--- src/rtl/cache_ctrl.sv ---
// Controller between the CPU data port, a small fully-associative cache and backing memory.
// Reads hit in the cache or miss to memory; writes go through to memory and allocate in the cache.
module cache_ctrl #(
  parameter int ADDR_WIDTH = 8,
  parameter int DATA_WIDTH = 8,
  parameter int CNT_WIDTH  = 16
) (
  input  logic                  clk,
  input  logic                  rst,
  input  logic                  cpu_req,
  input  logic                  cpu_we,
  input  logic [ADDR_WIDTH-1:0] cpu_addr,
  input  logic [DATA_WIDTH-1:0] cpu_wdata,
  output logic                  cpu_busy,
  output logic                  cpu_ready,
  output logic [DATA_WIDTH-1:0] cpu_rdata,
  output logic [ADDR_WIDTH-1:0] cache_addr,
  output logic                  cache_we,
  output logic [DATA_WIDTH-1:0] cache_wdata,
  input  logic [DATA_WIDTH-1:0] cache_rdata,
  input  logic                  cache_hit,
  output logic                  mem_req,
  output logic                  mem_we,
  output logic [ADDR_WIDTH-1:0] mem_addr,
  output logic [DATA_WIDTH-1:0] mem_wdata,
  input  logic [DATA_WIDTH-1:0] mem_rdata,
  input  logic                  mem_ack,
  output logic [CNT_WIDTH-1:0]  hit_cnt,
  output logic [CNT_WIDTH-1:0]  miss_cnt
);

  typedef enum logic [2:0] {IDLE, LOOKUP, MEM_RD, MEM_WR, DONE} state_t;

  state_t                state, state_next;
  logic [ADDR_WIDTH-1:0] a_addr, a_addr_next;
  logic                  a_we, a_we_next;
  logic [DATA_WIDTH-1:0] a_data, a_data_next;
  logic                  a_miss, a_miss_next;
  logic                  mem_req_next, mem_we_next;
  logic [DATA_WIDTH-1:0] cpu_rdata_next;
  logic [CNT_WIDTH-1:0]  hit_cnt_next, miss_cnt_next;

  always_ff @(posedge clk or negedge rst) begin
    if (!rst) begin
      state     <= IDLE;
      a_addr    <= '0;
      a_we      <= 1'b0;
      a_data    <= '0;
      a_miss    <= 1'b0;
      mem_req   <= 1'b0;
      mem_we    <= 1'b0;
      cpu_rdata <= '0;
      hit_cnt   <= '0;
      miss_cnt  <= '0;
    end else begin
      state     <= state_next;
      a_addr    <= a_addr_next;
      a_we      <= a_we_next;
      a_data    <= a_data_next;
      a_miss    <= a_miss_next;
      mem_req   <= mem_req_next;
      mem_we    <= mem_we_next;
      cpu_rdata <= cpu_rdata_next;
      hit_cnt   <= hit_cnt_next;
      miss_cnt  <= miss_cnt_next;
    end
  end

  always_comb begin
    state_next     = state;
    a_addr_next    = a_addr;
    a_we_next      = a_we;
    a_data_next    = a_data;
    a_miss_next    = a_miss;
    mem_req_next   = mem_req;
    mem_we_next    = mem_we;
    cpu_rdata_next = cpu_rdata;
    hit_cnt_next   = hit_cnt;
    miss_cnt_next  = miss_cnt;
    case (state)
      IDLE: begin
        if (cpu_req) begin
          a_addr_next = cpu_addr;
          a_we_next   = cpu_we;
          a_data_next = cpu_wdata;
          a_miss_next = 1'b0;
          state_next  = LOOKUP;
        end
      end
      LOOKUP: begin
        if (a_we) begin
          mem_req_next = 1'b1;
          mem_we_next  = 1'b1;
          state_next   = MEM_WR;
        end else if (cache_hit) begin
          // Read data is loaded into cpu_rdata now so it is valid during the ready pulse.
          a_data_next    = cache_rdata;
          cpu_rdata_next = cache_rdata;
          if (hit_cnt != '1) hit_cnt_next = hit_cnt + CNT_WIDTH'(1);
          state_next     = DONE;
        end else begin
          a_miss_next  = 1'b1;
          if (miss_cnt != '1) miss_cnt_next = miss_cnt + CNT_WIDTH'(1);
          mem_req_next = 1'b1;
          mem_we_next  = 1'b0;
          state_next   = MEM_RD;
        end
      end
      MEM_RD: begin
        if (mem_ack) begin
          a_data_next    = mem_rdata;
          cpu_rdata_next = mem_rdata;
          mem_req_next   = 1'b0;
          state_next     = DONE;
        end
      end
      MEM_WR: begin
        if (mem_ack) begin
          mem_req_next = 1'b0;
          mem_we_next  = 1'b0;
          state_next   = DONE;
        end
      end
      DONE:    state_next = IDLE;
      default: state_next = IDLE;
    endcase
  end

  // Fills on misses and writes; the DONE write also refreshes LRU recency.
  assign cpu_busy    = (state != IDLE);
  assign cpu_ready   = (state == DONE);
  assign cache_we    = (state == DONE) && (a_we || a_miss);
  assign cache_addr  = a_addr;
  assign cache_wdata = a_data;
  assign mem_addr    = a_addr;
  assign mem_wdata   = a_data;

endmodule

--- config.mk ---
export PLATFORM = sky130hd
export DESIGN_NAME = cache_ctrl
export DESIGN_NICKNAME = d
export VERILOG_FILES = /design/src/rtl/cache_ctrl.sv
export SDC_FILE = /design/constraint.sdc
export NUM_CORES = 1
export LEC_CHECK = 0
export ABC_AREA = 1
export ABC_CLOCK_PERIOD_IN_PS = 1880
export CORE_ASPECT_RATIO = 1.25
export CORE_MARGIN = 4
export CORE_UTILIZATION = 46
export CTS_CLUSTER_DIAMETER = 120
export DETAILED_ROUTE_END_ITERATION = 8
export PLACE_DENSITY = 0.88
export SLEW_MARGIN = 30
export SYNTH_ARGS = -nofsm -noshare
export SYNTH_HDL_FRONTEND = slang
export SYNTH_SLANG_ARGS = --single-unit
--- constraint.sdc ---
create_clock -name clk -period 1.88 [get_ports clk]
set_input_delay 0.188 -clock clk [delete_from_list [all_inputs] [get_ports clk]]
set_output_delay 0.188 -clock clk [all_outputs]
set_load 0.01 [all_outputs]
==> results of run 1 <==
worst reg2reg max path: stages, from the launching register on:
cell and delay [ns]:
dfrtp_1 0.43, ha_1 0.27, nand3_2 0.14, inv_2 0.11, nand3_4 0.09, o21ai_4 0.36, nand2_1 0.12, nand2_1 0.08
power groups by stage:
| stage | Combinational [µW] | Sequential, µW | Clock (µW) |
|---|---|---|---|
| final | 3250 | 2120 | 1040 |
| after global routing | 3580 | 2180 | 1140 |
| after CTS | 3300 | 2120 | 1070 |
| after detailed placement | 3290 | 2140 | 0 |
| after global placement | 3210 | 2110 | 0 |
| after floorplan | 1920 | 2230 | 0 |
per-layer routing:
metal	part of all wire	wire length, µm	global-route usage	vias to the layer above
met5	0	0	0	-
met3	0.058	562	0.0592	26
met4	0.024	233	0.0734	0
li1	-	-	-	1781
met1	0.40	3860	0.248	1695
met2	0.52	5070	0.352	107
cell usage after synthesis:
master	n
nor2_2	4
dfrtp_1	63
buf_6	6
ha_1	2
inv_2	7
xor2_1	6
nand3b_4	1
nor2_4	4
o21ai_0	10
nand3_1	18
nand2_1	245
nor2_8	1
a21oi_1	4
nand4_1	11
nand3_2	3
clkinv_1	1
nor2_1	33
buf_4	17
o211ai_1	1
o21ai_2	8
inv_1	36
buf_2	1
xnor2_1	8
o21ai_4	2
nand2_2	18
nand3_4	3
o21a_1	1
sequential cells by signal (all words and copies together) (netlist names):
| signal | cells |
|---|---|
| a_miss | 1 |
| cpu_rdata | 8 |
| a_we | 1 |
| state | 3 |
| cache_wdata | 8 |
| hit_cnt | 16 |
| mem_we | 1 |
| cache_addr | 8 |
| mem_req | 1 |
| miss_cnt | 16 |
per-stage QoR:
stage	std cells	power, µW	setup slack [ns]
floorplan	514	4160	0.402
CTS	720	6490	0.00406
global route	720	6900	0.0461
finish	720	6410	0.155
global placement	703	5320	0.300
detailed placement	703	5430	0.236
cell type report:
type                            instances  area (µm²)
Inverter                               44         165
Tap cell                               95         119
Multi-Input combinational cell        383        1840
Clock buffer                           12         155
Timing Repair Buffer                  119        1200
Fill cell                             663        2850
Sequential cell                        63        1580
Clock inverter                          4        20.0
path summary, 6_finish.rpt:
kind                                               start                   endpoint
min in group clk                             cpu_addr[2]  cache_addr[2]$_DFFE_PN0P_
worst max register to register   miss_cnt[0]$_DFFE_PN0P_   miss_cnt[14]$_DFFE_PN0P_
worst min register to register  cpu_rdata[2]$_DFFE_PN0P_   cpu_rdata[2]$_DFFE_PN0P_
worst min-delay path                                 rst     hit_cnt[8]$_DFFE_PN0P_
max in group asynchronous                            rst       state[0]$_DFFE_PN0P_
worst max-delay path                state[1]$_DFFE_PN0P_                   cache_we
repair_timing:
item / CTS / global route
hold buffers: 1 / 0
setup endpoints to repair: 3 / 1
endpoints found under the hold margin: 20 / 0
resized for setup: 3 / 1
pin swaps: 0 / 0
logic make-up (layout without fill, tap and decap cells):
| family | after synthesis | after routing |
|---|---|---|
| and+or+nand+nor | 341 | 341 |
| buffers and inverters | 68 | 179 |
| DFF | 63 | 63 |
| AOI/OAI and AO/OA | 26 | 26 |
| xor gates and xnor gates | 14 | 14 |
| adders and majority gates | 2 | 2 |
==> impl_metrics.env, run 1 <==
export IMPL_synth_xor_area_frac=0.0324
export IMPL_finalSetupTns_ns=0
export IMPL_p_leak_uw=0.00247
export IMPL_vias=3609
export IMPL_synth_top_area_frac=0.417
export IMPL_clock_sinks=63
export IMPL_period_share=0.917
export IMPL_cellInternalPower_uw=3830
export IMPL_first_global_vias=3545
export IMPL_wl_um=9720
export IMPL_grt_pass1_wl_um=16000
export IMPL_regToRegSetupSlack_ns=0.23
export IMPL_netlist_instances=514
export IMPL_mostFrequentLayoutCells="nand2_1 (245), clkdlybuf4s50_1 (110), dfrtp_1 (62)"
export IMPL_power_switching_uw=2580
export IMPL_synth_area_mux_share=0
export IMPL_p_clk_frac=0.162
export IMPL_rsz0062_at_grt="false"
export IMPL_clk_latency_ns=0.34
export IMPL_synth_compound_area_frac=0.0496
export IMPL_final_nets=660
export IMPL_cpPeakStageDelay_ns=0.40
export IMPL_avgViaCountPerCell=5.01
export IMPL_postRouteAntennaNets=0
export IMPL_place_congestion=0.860
export IMPL_ir_worst_vdd_uv=848
export IMPL_htreeDepth=3
export IMPL_cp_end_kind="output pin"
export IMPL_die_w_um=89.1
export IMPL_final_common_cell="nand2_1"
export IMPL_final_area_um2=5080
export IMPL_ys_seq_elements=63
export IMPL_pwr_density_cell_nw_per_um2=1260
export IMPL_synth_seq_area_share=0.417
export IMPL_drc=0
export IMPL_synth_top_family_by_area="simple AND/OR/NAND/NOR gates"
export IMPL_hold_path_class="in2async"
export IMPL_area_growth_pct=34.2
export IMPL_grt_overflow=0
export IMPL_r2r_cells=7
export IMPL_synth_area_leaders="dfrtp_1 (42%), nand2_1 (24%), inv_1 (3.6%), buf_4 (3.4%), nor2_1 (3.3%)"
export IMPL_antenna_found_initial=0
export IMPL_portBuffers=114
export IMPL_status="finished, final reports clean"
export IMPL_final_core_util=0.641
export IMPL_critical_path_arrival_ns=1.54
export IMPL_crit_slowest_cell="dfrtp_1"
export IMPL_placementRows=36
export IMPL_placed_area_um2=4890
export IMPL_fin_skew_ns=0.00968
export IMPL_hold_viol_final=0
export IMPL_cts_tree="yes"
export IMPL_grt_max_degree=44
export IMPL_cp_num_buf_inv=2
export IMPL_whs_ns=0.350
export IMPL_synth_distinct_cells=27
export IMPL_io_pins=115
export IMPL_synthSimpleGateAreaFrac=0.398
export IMPL_firstDrtPassIters=4
export IMPL_die_h_um=109
export IMPL_syn_area_um2=3780
export IMPL_drv_cap=0
export IMPL_cts_buffers=9
export IMPL_cp_depth=5
export IMPL_place_hpwl_um=7510
export IMPL_setup_viol_count_final=0
export IMPL_yosys_area_top_type="dfrtp_1"
export IMPL_start_util=0.477
export IMPL_max_slew_margin=0.655
export IMPL_clkTransAtPathRegs_ns=0.07
export IMPL_core_area_um2=7930
export IMPL_criticalPathCategory="reg2out"
export IMPL_avgSynthCellArea_um2=7.36
export IMPL_grt_usage=0.207
export IMPL_worstPathCellList="inv_1 > nand2_2 > nor2_1 > o21a_1 > dlygate4sd2_1"
export IMPL_path_max_fanout=3
export IMPL_post_cts_buffers=0
export IMPL_period_needed_ns=1.72
export IMPL_clockBufferDepth=2
export IMPL_syn_nets=554
export IMPL_wl_per_cell_um=13.5
export IMPL_tightest_slew_ns=0.518
export IMPL_antenna_cells=0
export IMPL_cp_top_family="buffers and inverters"
export IMPL_drive_gt1_frac=0.115
export IMPL_fmax_mhz=580
export IMPL_critPathRequiredTime_ns=1.69
export IMPL_swShare=0.402
export IMPL_combPwrFrac=0.507
export IMPL_yosysWarnings=0
export IMPL_die_area_um2=9750
export IMPL_pwr_share_seq=0.331
export IMPL_critPathLaunchType="flop"
export IMPL_cts_root_buf="clkbuf_8"
export IMPL_drt_iter0_markers=152
export IMPL_synth_adder_area_share=0.00661
export IMPL_slew_violations=0
Power figures use the tool's default switching activity.
==> inputs of run 2 (changes only) <==
Settings changed: ABC_CLOCK_PERIOD_IN_PS 1880 to unset, GPL_TIMING_DRIVEN set to 1.
==> results of run 2 <==
The final DEF is identical to that of run 1; final timing and power are the same.
==> inputs of run 3 (changes only) <==
==> constraint.sdc (replaced) <==
create_clock -name clk -period 2.15 [get_ports clk]
set_input_delay 0.645 -clock clk [delete_from_list [all_inputs] [get_ports clk]]
set_output_delay 0.645 -clock clk [all_outputs]
set_load 0.01 [all_outputs]
==> impl_metrics.env, run 3 (same netlist as run 1, synthesis figures left out) <==
export IMPL_status="finished, final reports clean"
export IMPL_final_core_util=0.644
export IMPL_antenna_found_initial=0
export IMPL_top_layer="met4"
export IMPL_grt_overflow=0
export IMPL_cpPeakStageDelay_ns=0.60
export IMPL_drc=0
export IMPL_critPathRequiredTime_ns=1.50
export IMPL_critPathLaunchType="flop"
export IMPL_route_met2_wl_um=5070
export IMPL_final_nets=662
export IMPL_rr_startpoint="state[0]$_DFFE_PN0P_"
export IMPL_firstDrtPassIters=4
export IMPL_start_util=0.477
export IMPL_wl_um=9610
export IMPL_critical_path_arrival_ns=1.43
export IMPL_slew_violations=0
export IMPL_clockBufferDepth=2
export IMPL_tightest_slew_ns=0.434
export IMPL_die_w_um=89.1
export IMPL_pwr_density_cell_nw_per_um2=1120
export IMPL_power_switching_uw=2250
export IMPL_postRouteAntennaNets=0
export IMPL_pwr_share_seq=0.324
export IMPL_drt_iter0_markers=144
export IMPL_post_cts_buffers=0
export IMPL_grt_max_degree=47
export IMPL_area_growth_pct=34.8
export IMPL_io_pins=115
export IMPL_p_leak_uw=0.00248
export IMPL_layout_area_seq_um2=1580
export IMPL_setup_viol_count_final=0
export IMPL_finalSetupTns_ns=0
export IMPL_p_clk_frac=0.172
export IMPL_grt_pass1_wl_um=15900
export IMPL_first_global_vias=3571
export IMPL_path_max_fanout=7
export IMPL_place_congestion=0.867
export IMPL_cp_end_kind="output pin"
export IMPL_multi_input_area_um2=1850
export IMPL_core_area_um2=7930
export IMPL_clk_latency_ns=0.33
export IMPL_wl_per_cell_um=13.4
export IMPL_fill_cells=672
export IMPL_portBuffers=114
export IMPL_drive_gt1_frac=0.118
export IMPL_cts_buffers=9
export IMPL_mostFrequentLayoutCells="nand2_1 (245), clkdlybuf4s50_1 (110), dfrtp_1 (63)"
export IMPL_placed_area_um2=4920
export IMPL_final_area_um2=5100
export IMPL_hold_buffers=0
export IMPL_cp_top_family="buffers and inverters"
export IMPL_die_h_um=109
export IMPL_r2r_cells=6
export IMPL_cts_tree="yes"
export IMPL_crit_slowest_cell="clkdlybuf4s50_1"
export IMPL_place_hpwl_um=7560
export IMPL_criticalPathCategory="reg2out"
export IMPL_combPwrFrac=0.504
export IMPL_placementRows=36
export IMPL_grt_usage=0.206
export IMPL_wl_met1_um=3710
export IMPL_die_area_um2=9750
export IMPL_worstPathCellList="clkdlybuf4s50_1"
export IMPL_total_power_uw=5700
export IMPL_wl_met3_um=588
export IMPL_largestRegisters="hit_cnt (16), miss_cnt (16)"
export IMPL_period_needed_ns=2.07
export IMPL_hold_path_class="in2async"
export IMPL_fin_skew_ns=0.00646
export IMPL_max_slew_margin=0.711
export IMPL_period_share=0.963
export IMPL_cp_num_buf_inv=1
export IMPL_vias=3589
export IMPL_fmax_mhz=483
export IMPL_clkTransAtPathRegs_ns=0.07
export IMPL_hold_viol_final=0
export IMPL_rsz0062_at_grt="false"
export IMPL_ir_worst_vdd_uv=617
export IMPL_htreeDepth=3
export IMPL_final_common_cell="nand2_1"
export IMPL_swShare=0.395
export IMPL_clock_sinks=63
export IMPL_drv_cap=0
export IMPL_r2r_end="cpu_rdata[6]$_DFFE_PN0P_"
export IMPL_cellInternalPower_uw=3450
export IMPL_cts_root_buf="clkbuf_8"
export IMPL_avgViaCountPerCell=4.98
export IMPL_regToRegSetupSlack_ns=0.44
export IMPL_antenna_cells=0
run 3: worst max-delay path by stage:
stage	slack [ns]	end	cells after the start	from
floorplan	0.53	cache_we	4	state[0]$_DFFE_PN0P_
global placement	0.16	cache_wdata[7]$_DFFE_PN0P_	8	cache_hit
detailed placement	0.12	cache_wdata[3]$_DFFE_PN0P_	8	cache_hit
CTS	0.04	cache_we	5	state[1]$_DFFE_PN0P_
global route	0.003	cpu_busy	5	state[1]$_DFFE_PN0P_
finish	0.08	miss_cnt[2]	1	miss_cnt[2]$_DFFE_PN0P_
run 3: power by group through the flow:
stage / clock, µW / sequential (µW) / combinational, µW
after CTS: 1000 / 1850 / 2920
after detailed placement: 0 / 1870 / 2920
final: 982 / 1840 / 2870
after global placement: 0 / 1840 / 2850
after global routing: 1050 / 1890 / 3180
after floorplan: 0 / 1950 / 1680
run 3: area by class of cell:
class                   count  share of cell area
clock buffers              10              0.0270
repair buffers            121               0.237
clock inverters             4             0.00932
well taps                  95              0.0233
inverters                  44              0.0324
flip-flops and latches     63               0.309
multi-input cells         383               0.362
run 3: metrics by stage:
stage / hold slack [ns] / setup slack (ns) / cells
after floorplan: 0.349 / 0.530 / 514
after global placement: 0.466 / 0.158 / 706
after detailed placement: 0.469 / 0.125 / 706
after CTS: 0.248 / 0.0415 / 720
after global routing: 0.269 / 0.00329 / 720
final: 0.243 / 0.0791 / 720
run 3: timing repair:
| action | 4_1_cts | 5_1_grt |
|---|---|---|
| gates resized for setup | 3 | 2 |
| endpoints found under the setup margin | 3 | 1 |
| pin swaps | 0 | 0 |
run 3: layer usage:
layer,global-route usage,vias up
li1,-,1781
met1,0.241,1671
met2,0.357,113
met3,0.0532,24
met4,0.0766,0
met5,0,-
